[src/rtl/risc_controller.sv]
// risc_controller: control unit for the 16-bit datapath.
// Holds the instruction register, decodes its fields and sequences a Moore FSM
// whose state alone drives every datapath control strobe.
// Optional feature macro: RISC_CTRL_ILLEGAL_TRAP_EN. When defined, an
// unsupported instruction parks the FSM in HALT with the extra 'illegal'
// output high until reset; when undefined, it simply returns to WAIT.
module risc_controller #(
    parameter int DATA_W = 16
) (
    input  logic              clk,
    input  logic              reset,
    input  logic              s,
    input  logic              load,
    input  logic [DATA_W-1:0] in,
    output logic              w,
    output logic [2:0]        readnum,
    output logic [2:0]        writenum,
    output logic [1:0]        vsel,
    output logic              loada,
    output logic              loadb,
    output logic              asel,
    output logic              bsel,
    output logic [1:0]        shift,
    output logic [1:0]        ALUop,
    output logic              loadc,
    output logic              loads,
    output logic              write,
    output logic [DATA_W-1:0] sximm5,
    output logic [DATA_W-1:0] sximm8
`ifdef RISC_CTRL_ILLEGAL_TRAP_EN
    ,
    output logic              illegal
`endif
);

    // Writeback source encodings for vsel.
    localparam logic [1:0] VSEL_C      = 2'd0;
    localparam logic [1:0] VSEL_SXIMM8 = 2'd2;

    // Opcode / op encodings of the supported instruction set.
    localparam logic [2:0] OPC_MOV = 3'b110;
    localparam logic [2:0] OPC_ALU = 3'b101;
    localparam logic [1:0] OP_MOVI = 2'b10;
    localparam logic [1:0] OP_MOVR = 2'b00;
    localparam logic [1:0] OP_CMP  = 2'b01;

    typedef enum logic [2:0] {
        S_WAIT,
        S_DECODE,
        S_WRITE_IMM,
        S_GETA,
        S_GETB,
        S_EXEC,
        S_WRITE_REG,
        S_HALT
    } state_t;

    state_t            state;
    state_t            next_state;
    logic [DATA_W-1:0] ir;

    // Instruction fields.
    logic [2:0] opcode;
    logic [1:0] op;
    logic [2:0] rn;
    logic [2:0] rd;
    logic [1:0] sh;
    logic [2:0] rm;

    // Instruction class flags.
    logic is_movi;
    logic is_mov;
    logic is_alu;
    logic is_cmp;

    assign opcode = ir[15:13];
    assign op     = ir[12:11];
    assign rn     = ir[10:8];
    assign rd     = ir[7:5];
    assign sh     = ir[4:3];
    assign rm     = ir[2:0];

    assign is_movi = (opcode == OPC_MOV) && (op == OP_MOVI);
    assign is_mov  = (opcode == OPC_MOV) && (op == OP_MOVR);
    assign is_alu  = (opcode == OPC_ALU);
    assign is_cmp  = is_alu && (op == OP_CMP);

    // Immediates are pure functions of the IR, valid in every state.
    assign sximm5 = {{(DATA_W-5){ir[4]}}, ir[4:0]};
    assign sximm8 = {{(DATA_W-8){ir[7]}}, ir[7:0]};

    // Instruction register: only loadable while idle so it stays stable mid-instruction.
    always_ff @(posedge clk) begin
        // NOTE: sequential state uses non-blocking assignments so every register
        // samples pre-edge values regardless of block evaluation order.
        if (reset) begin
            ir <= '0;
        end else if (load && (state == S_WAIT)) begin
            ir <= in;
        end
    end

    // State register; reset aborts any instruction in flight.
    always_ff @(posedge clk) begin
        if (reset) begin
            state <= S_WAIT;
        end else begin
            state <= next_state;
        end
    end

    // Next-state and Moore control outputs, all derived from the current state.
    always_comb begin
        // NOTE: every output gets a default first so no path leaves a signal
        // unassigned, which would otherwise infer a latch.
        next_state = state;
        w          = 1'b0;
        readnum    = 3'd0;
        writenum   = 3'd0;
        vsel       = VSEL_C;
        loada      = 1'b0;
        loadb      = 1'b0;
        asel       = 1'b0;
        bsel       = 1'b0;
        shift      = 2'b00;
        ALUop      = 2'b00;
        loadc      = 1'b0;
        loads      = 1'b0;
        write      = 1'b0;
`ifdef RISC_CTRL_ILLEGAL_TRAP_EN
        illegal    = 1'b0;
`endif

        case (state)
            S_WAIT: begin
                w = 1'b1;
                if (s) begin
                    next_state = S_DECODE;
                end
            end

            S_DECODE: begin
                if (is_movi) begin
                    next_state = S_WRITE_IMM;
                end else if (is_mov) begin
                    // MOV has no A operand: it goes straight to fetching Rm.
                    next_state = S_GETB;
                end else if (is_alu) begin
                    next_state = S_GETA;
                end else begin
`ifdef RISC_CTRL_ILLEGAL_TRAP_EN
                    next_state = S_HALT;
`else
                    next_state = S_WAIT;
`endif
                end
            end

            S_WRITE_IMM: begin
                writenum   = rn;
                vsel       = VSEL_SXIMM8;
                write      = 1'b1;
                next_state = S_WAIT;
            end

            S_GETA: begin
                readnum    = rn;
                loada      = 1'b1;
                next_state = S_GETB;
            end

            S_GETB: begin
                readnum    = rm;
                loadb      = 1'b1;
                next_state = S_EXEC;
            end

            S_EXEC: begin
                shift = sh;
                if (is_mov) begin
                    // Zero on the A side turns the adder into a pass-through of shifted B.
                    asel  = 1'b1;
                    ALUop = 2'b00;
                end else begin
                    asel  = 1'b0;
                    ALUop = op;
                end
                if (is_cmp) begin
                    // CMP only updates status; the register file is left untouched.
                    loads      = 1'b1;
                    next_state = S_WAIT;
                end else begin
                    loadc      = 1'b1;
                    next_state = S_WRITE_REG;
                end
            end

            S_WRITE_REG: begin
                writenum   = rd;
                vsel       = VSEL_C;
                write      = 1'b1;
                next_state = S_WAIT;
            end

`ifdef RISC_CTRL_ILLEGAL_TRAP_EN
            S_HALT: begin
                // Trapped: everything quiet, only reset leaves this state.
                illegal    = 1'b1;
                next_state = S_HALT;
            end
`endif

            default: begin
                next_state = S_WAIT;
            end
        endcase
    end

endmodule

[config.mk]
export PLATFORM = sky130hd
export DESIGN_NAME = risc_controller
export DESIGN_NICKNAME = d
export VERILOG_FILES = /design/src/rtl/risc_controller.sv
export SDC_FILE = /design/constraint.sdc
export NUM_CORES = 1
export LEC_CHECK = 0
export ABC_AREA = 1
export CAP_MARGIN = 20
export CORE_MARGIN = 2
export CORE_UTILIZATION = 37
export DETAILED_ROUTE_END_ITERATION = 7
export GPL_TIMING_DRIVEN = 0
export PLACE_DENSITY = 0.78
export SLEW_MARGIN = 10
export SYNTH_ARGS = -nofsm -noshare
export SYNTH_HDL_FRONTEND = slang
export SYNTH_SLANG_ARGS = --single-unit
[constraint.sdc]
create_clock -name clk -period 1.48 [get_ports clk]
set_input_delay 0.296 -clock clk [delete_from_list [all_inputs] [get_ports clk]]
set_output_delay 0.296 -clock clk [all_outputs]
set_load 0.05 [all_outputs]
# After elaboration in Yosys (flattened, before gate mapping)
# Cells that the tools add are included.
# Widths: inputs -> output; s select.
# word_totals
regBits	19
input_bits	20
word_cells	42
# op_classes
mux	22
eq_ne	11
n_reduce_logical	7
# op_table
cell	count
$eq 3x3->1 const B	5
$pmux 3 s5	1
$mux 3	4
$pmux 3 s2	2
$mux 1	10
$mux 2	5
$eq 3x2->1 const B	2
$logic_and 1x1->1	4
$eq 3x1->1 const B	1
$logic_not 3->1	1
$eq 2x1->1 const B	1
$eq 2x2->1 const B	1
$logic_not 2->1	1
$ne 2x2->1 const B	1
$reduce_or 2->1	1

# Logic depth before layout (Yosys ltp)
# depth
depth_word	5
mapped_depth	8
ltp_nobuf	7

# Least setup slack after synthesis
# No wires, ideal clock.
# synth_path
path_type	register -> output
startpoint	register state[1]
endpoint	output writenum[0]
required_ns	1.184
stages_incl_launch_ff	5
setup_slack_ns	-1.418
arrival_time_ns	2.602
n_path_buf	0
path_cell_list	dfxtp_1 inv_1 nor2_1 nand2_1 o21ai_0
# synth_between
elab_chain_cells	2
word_cells_on_any_way	3
# synth_lines
item	line_no	text
start: declaration	58	state_t state;
start signal: assignment	108	state <= next_state;
$eq 3x3->1 or $eq 3x2->1 (tied branches)	134	case (state)
$pmux 3 s2 (*)	134	
end: declaration	17	output logic [2:0] writenum,
# Every way passes the cells marked *; elsewhere a longest branch is shown, timed or not.

# Final worst setup path
# layout_path
startpoint	register state[1]
endpoint	output writenum[1]
# Same word-level chain as after synthesis.

==> impl_metrics.py <==
metrics = {
    "cells_and_area": {
        "stdcell_count": 311,
        "seqCellArea_um2": 407,
        "fin_util_pct": 73.1,
        "area_delta_synth_final_pct": 85.7,
        "fill_cells": 252,
        "multiInputGateArea_um2": 654,
        "drive_above_1_share_pct": 57.3,
        "nets": 288,
        "antennaDiodeCount": 0,
    },
    "global_route": {
        "grt_overflow": 0,
        "grt_max_degree": 16,
        "antenna_found_initial": 0,
        "grt_pass1_vias": 1142,
        "track_usage_pct": 19.3,
        "grt_pass1_wl_um": 5290,
    },
    "status": {
        "outcome": "finished with violations",
        "violations": "negative setup slack",
    },
    "sta": {
        "hold_viol_final": 0,
        "finalCritPeriodShare_pct": 114,
        "fin_skew_ps": 0.974,
        "fin_ws_ps": -205,
        "drv_slew": 0,
        "setup_viol": 18,
        "maxClockFrequency_ghz": 0.594,
        "min_period_ps": 1680,
        "rsz0062_at_grt": "yes",
    },
    "power": {
        "leakage_nw": 1.08,
        "powerDensity_mw_per_mm2": 641,
        "power.total_mw": 1.44,
        "peakVddDrop_mv": 0.490,
    },
    "worst_setup_path": {
        "path_max_fanout": 6,
        "worstSetupPathType": "reg -> out",
        "critPathLaunch": "state[1]$_SDFFE_PP0P_",
        "worstPathArrival_ps": 1390,
        "crit_required_ps": 1180,
        "cp-end-kind": "output port",
        "critical-path-max-stage-delay_ps": 430,
        "crit_chain": "inv_4 > nor2_4 > nand2_4 > o21ai_4 > buf_6",
        "start_kind": "register",
        "cpMaxStageDelayCell": "dfxtp_4",
        "r2r_start": "state[2]$_SDFFE_PP0P_",
    },
    "clock_tree": {
        "cts_tree": "done",
        "clk_latency_ps": 290,
        "htree_levels": 1,
        "hold_buffers": 0,
        "ctsRootBufferMaster": "clkbuf_4",
        "cts-buffers-inserted": 3,
        "clkTransAtPathRegs_ps": 100,
        "max-clock-path-buffers": 2,
        "cts.sinks": 19,
    },
    "placed_design": {
        "place_hpwl_um": 2550,
        "place.gp.congestion": 0.821,
        "dp_cells": 290,
        "numPortBuffers": 67,
    },
    "synth": {
        "yosys_warnings": 0,
        "synth_most_common_cell": "buf_4",
        "synth_seq_area_share_pct": 31.4,
        "synth_edf_count": 0,
        "synth_top_area_share_pct": 31.4,
        "syn_area_mm2": 0.00121,
        "ys.flop_type": "dfxtp_1",
        "ys_seq_elements": 19,
        "synth.largest_area_cell": "dfxtp_1",
        "yosys-top-cells-count": "buf_4 (34), nand2_1 (33), nand3_1 (23), dfxtp_1 (19)",
        "synthArstFlopShare_pct": 0,
        "synth_cells": 178,
        "avgSynthCellArea_um2": 6.81,
        "synth_cell_type_count": 16,
        "synth_area_leaders": "dfxtp_1 (31%), buf_4 (21%), nand2_1 (10%)",
    },
    "detailed_routing": {
        "firstDrtPassIters": 4,
        "antenna_left": 0,
        "via_count": 1380,
        "drc": 0,
        "wirelength_um": 3760,
        "avgViaCountPerCell": 4.44,
        "drt_iter0_markers": 33,
        "routedWlPerCell_um": 12.1,
    },
    "floorplan": {
        "io_pins": 72,
        "rows": 20,
        "core_area_mm2": 0.00308,
        "die_w_um": 61.2,
        "die_area_mm2": 0.00375,
        "die_h_um": 61.2,
        "start_util_pct": 39.4,
    },
    "job": {
        "cap_violations": 0,
    },
    "worst_hold_path": {
        "hp-start": "reset",
        "hp-class": "in -> reg",
    },
}
==> routing by layer <==
metal / vias up / track usage [%] / routed length (µm)
met1: 617 / 24.6 / 1550
met5: - / 0 / 0
met2: 47 / 32.2 / 1890
li1: 710 / - / -
met3: 6 / 3.57 / 269
met4: 0 / 7.45 / 46
==> registers in the layout (all words and copies together), names as in the netlist <==
name and cells:
ir 16, state 3
==> power by group <==
part           leakage (nW)  switching, mW  total [mW]  internal (mW)
Clock                0.0150          0.154       0.259          0.105
Sequential            0.161         0.0479       0.588          0.540
Combinational         0.901          0.365       0.595          0.230
==> through the flow <==
stage               instance area, µm²  setup WS [ps]  hold WS [ps]  TNS (ps)
finish                            2250           -205           400     -2450
global route                      2250           -275           392     -3620
CTS                               2090           -190           384     -2260
detailed placement                2080           -662           452    -17480
global placement                  2080           -668           447    -17470
floorplan                         1360          -95.3           439      -386
==> final timing paths <==
| check | endpoint | cells after the start | slack [ps] |
|---|---|---|---|
| worst max-delay path | writenum[1] | 5 | -200 |
| worst min-delay path | ir[5]$_SDFFE_PP0P_ | 2 | 400 |
| worst max register to register | ir[15]$_SDFFE_PP0P_ | 7 | 80 |
| worst min register to register | ir[10]$_SDFFE_PP0P_ | 2 | 470 |
==> kinds of logic (layout without fill, tap and decap cells) <==
family	Yosys count	after routing	synth area share, %
AOI/OAI and AO/OA	25	25	10.3
buffers and inverters	59	147	31.0
and+or+nand+nor	74	74	27.0
DFF	19	19	31.4
other	1	2	0.309
==> area by class of cell <==
class | count | area share (%)
plain buffers | 41 | 13.8
clock buffers | 4 | 1.17
inverters | 18 | 3.67
multi-input cells | 101 | 29.1
flip-flops and latches | 19 | 18.1
well taps | 44 | 2.45
repair buffers | 84 | 31.7
==> cell usage in the layout, fill, tap and decap left out <==
cell,netlist,final
a21oi_1,18,18
inv_4,0,1
o21ai_0,7,1
o21ai_2,0,2
buf_2,0,31
inv_6,0,1
nand2_1,33,25
buf_1,1,1
conb_1,1,2
nor2_4,0,9
nand3_1,23,21
inv_2,0,3
nor2_1,15,5
nand2_4,1,4
nor2_2,0,1
buf_4,34,47
dfxtp_1,19,10
dfxtp_4,0,6
inv_1,18,11
clkbuf_4,1,4
clkinvlp_4,0,2
clkdlybuf4s15_2,0,1
buf_8,0,10
o21ai_4,0,4
nand2_2,0,5
nand3_4,0,2
clkdlybuf4s18_2,0,1
clkbuf_1,2,3
buf_6,3,14
dfxtp_2,0,3
clkdlybuf4s50_1,0,17
nor3_4,1,2
==> critical path, delay by kind of cell, from the launching register on <==
kind | cells | cell delay, ps
and+or+nand+nor | 2 | 280
DFF | 1 | 430
buffers and inverters | 2 | 230
AOI/OAI and AO/OA | 1 | 150
==> timing repair <==
action / CTS / global route
resized for setup: 296 / 35
pin swaps: 8 / 12
buffers inserted: 4 / 13
setup endpoints to repair: 50 / 23
No activity file was read; power rests on OpenSTA's default activity.
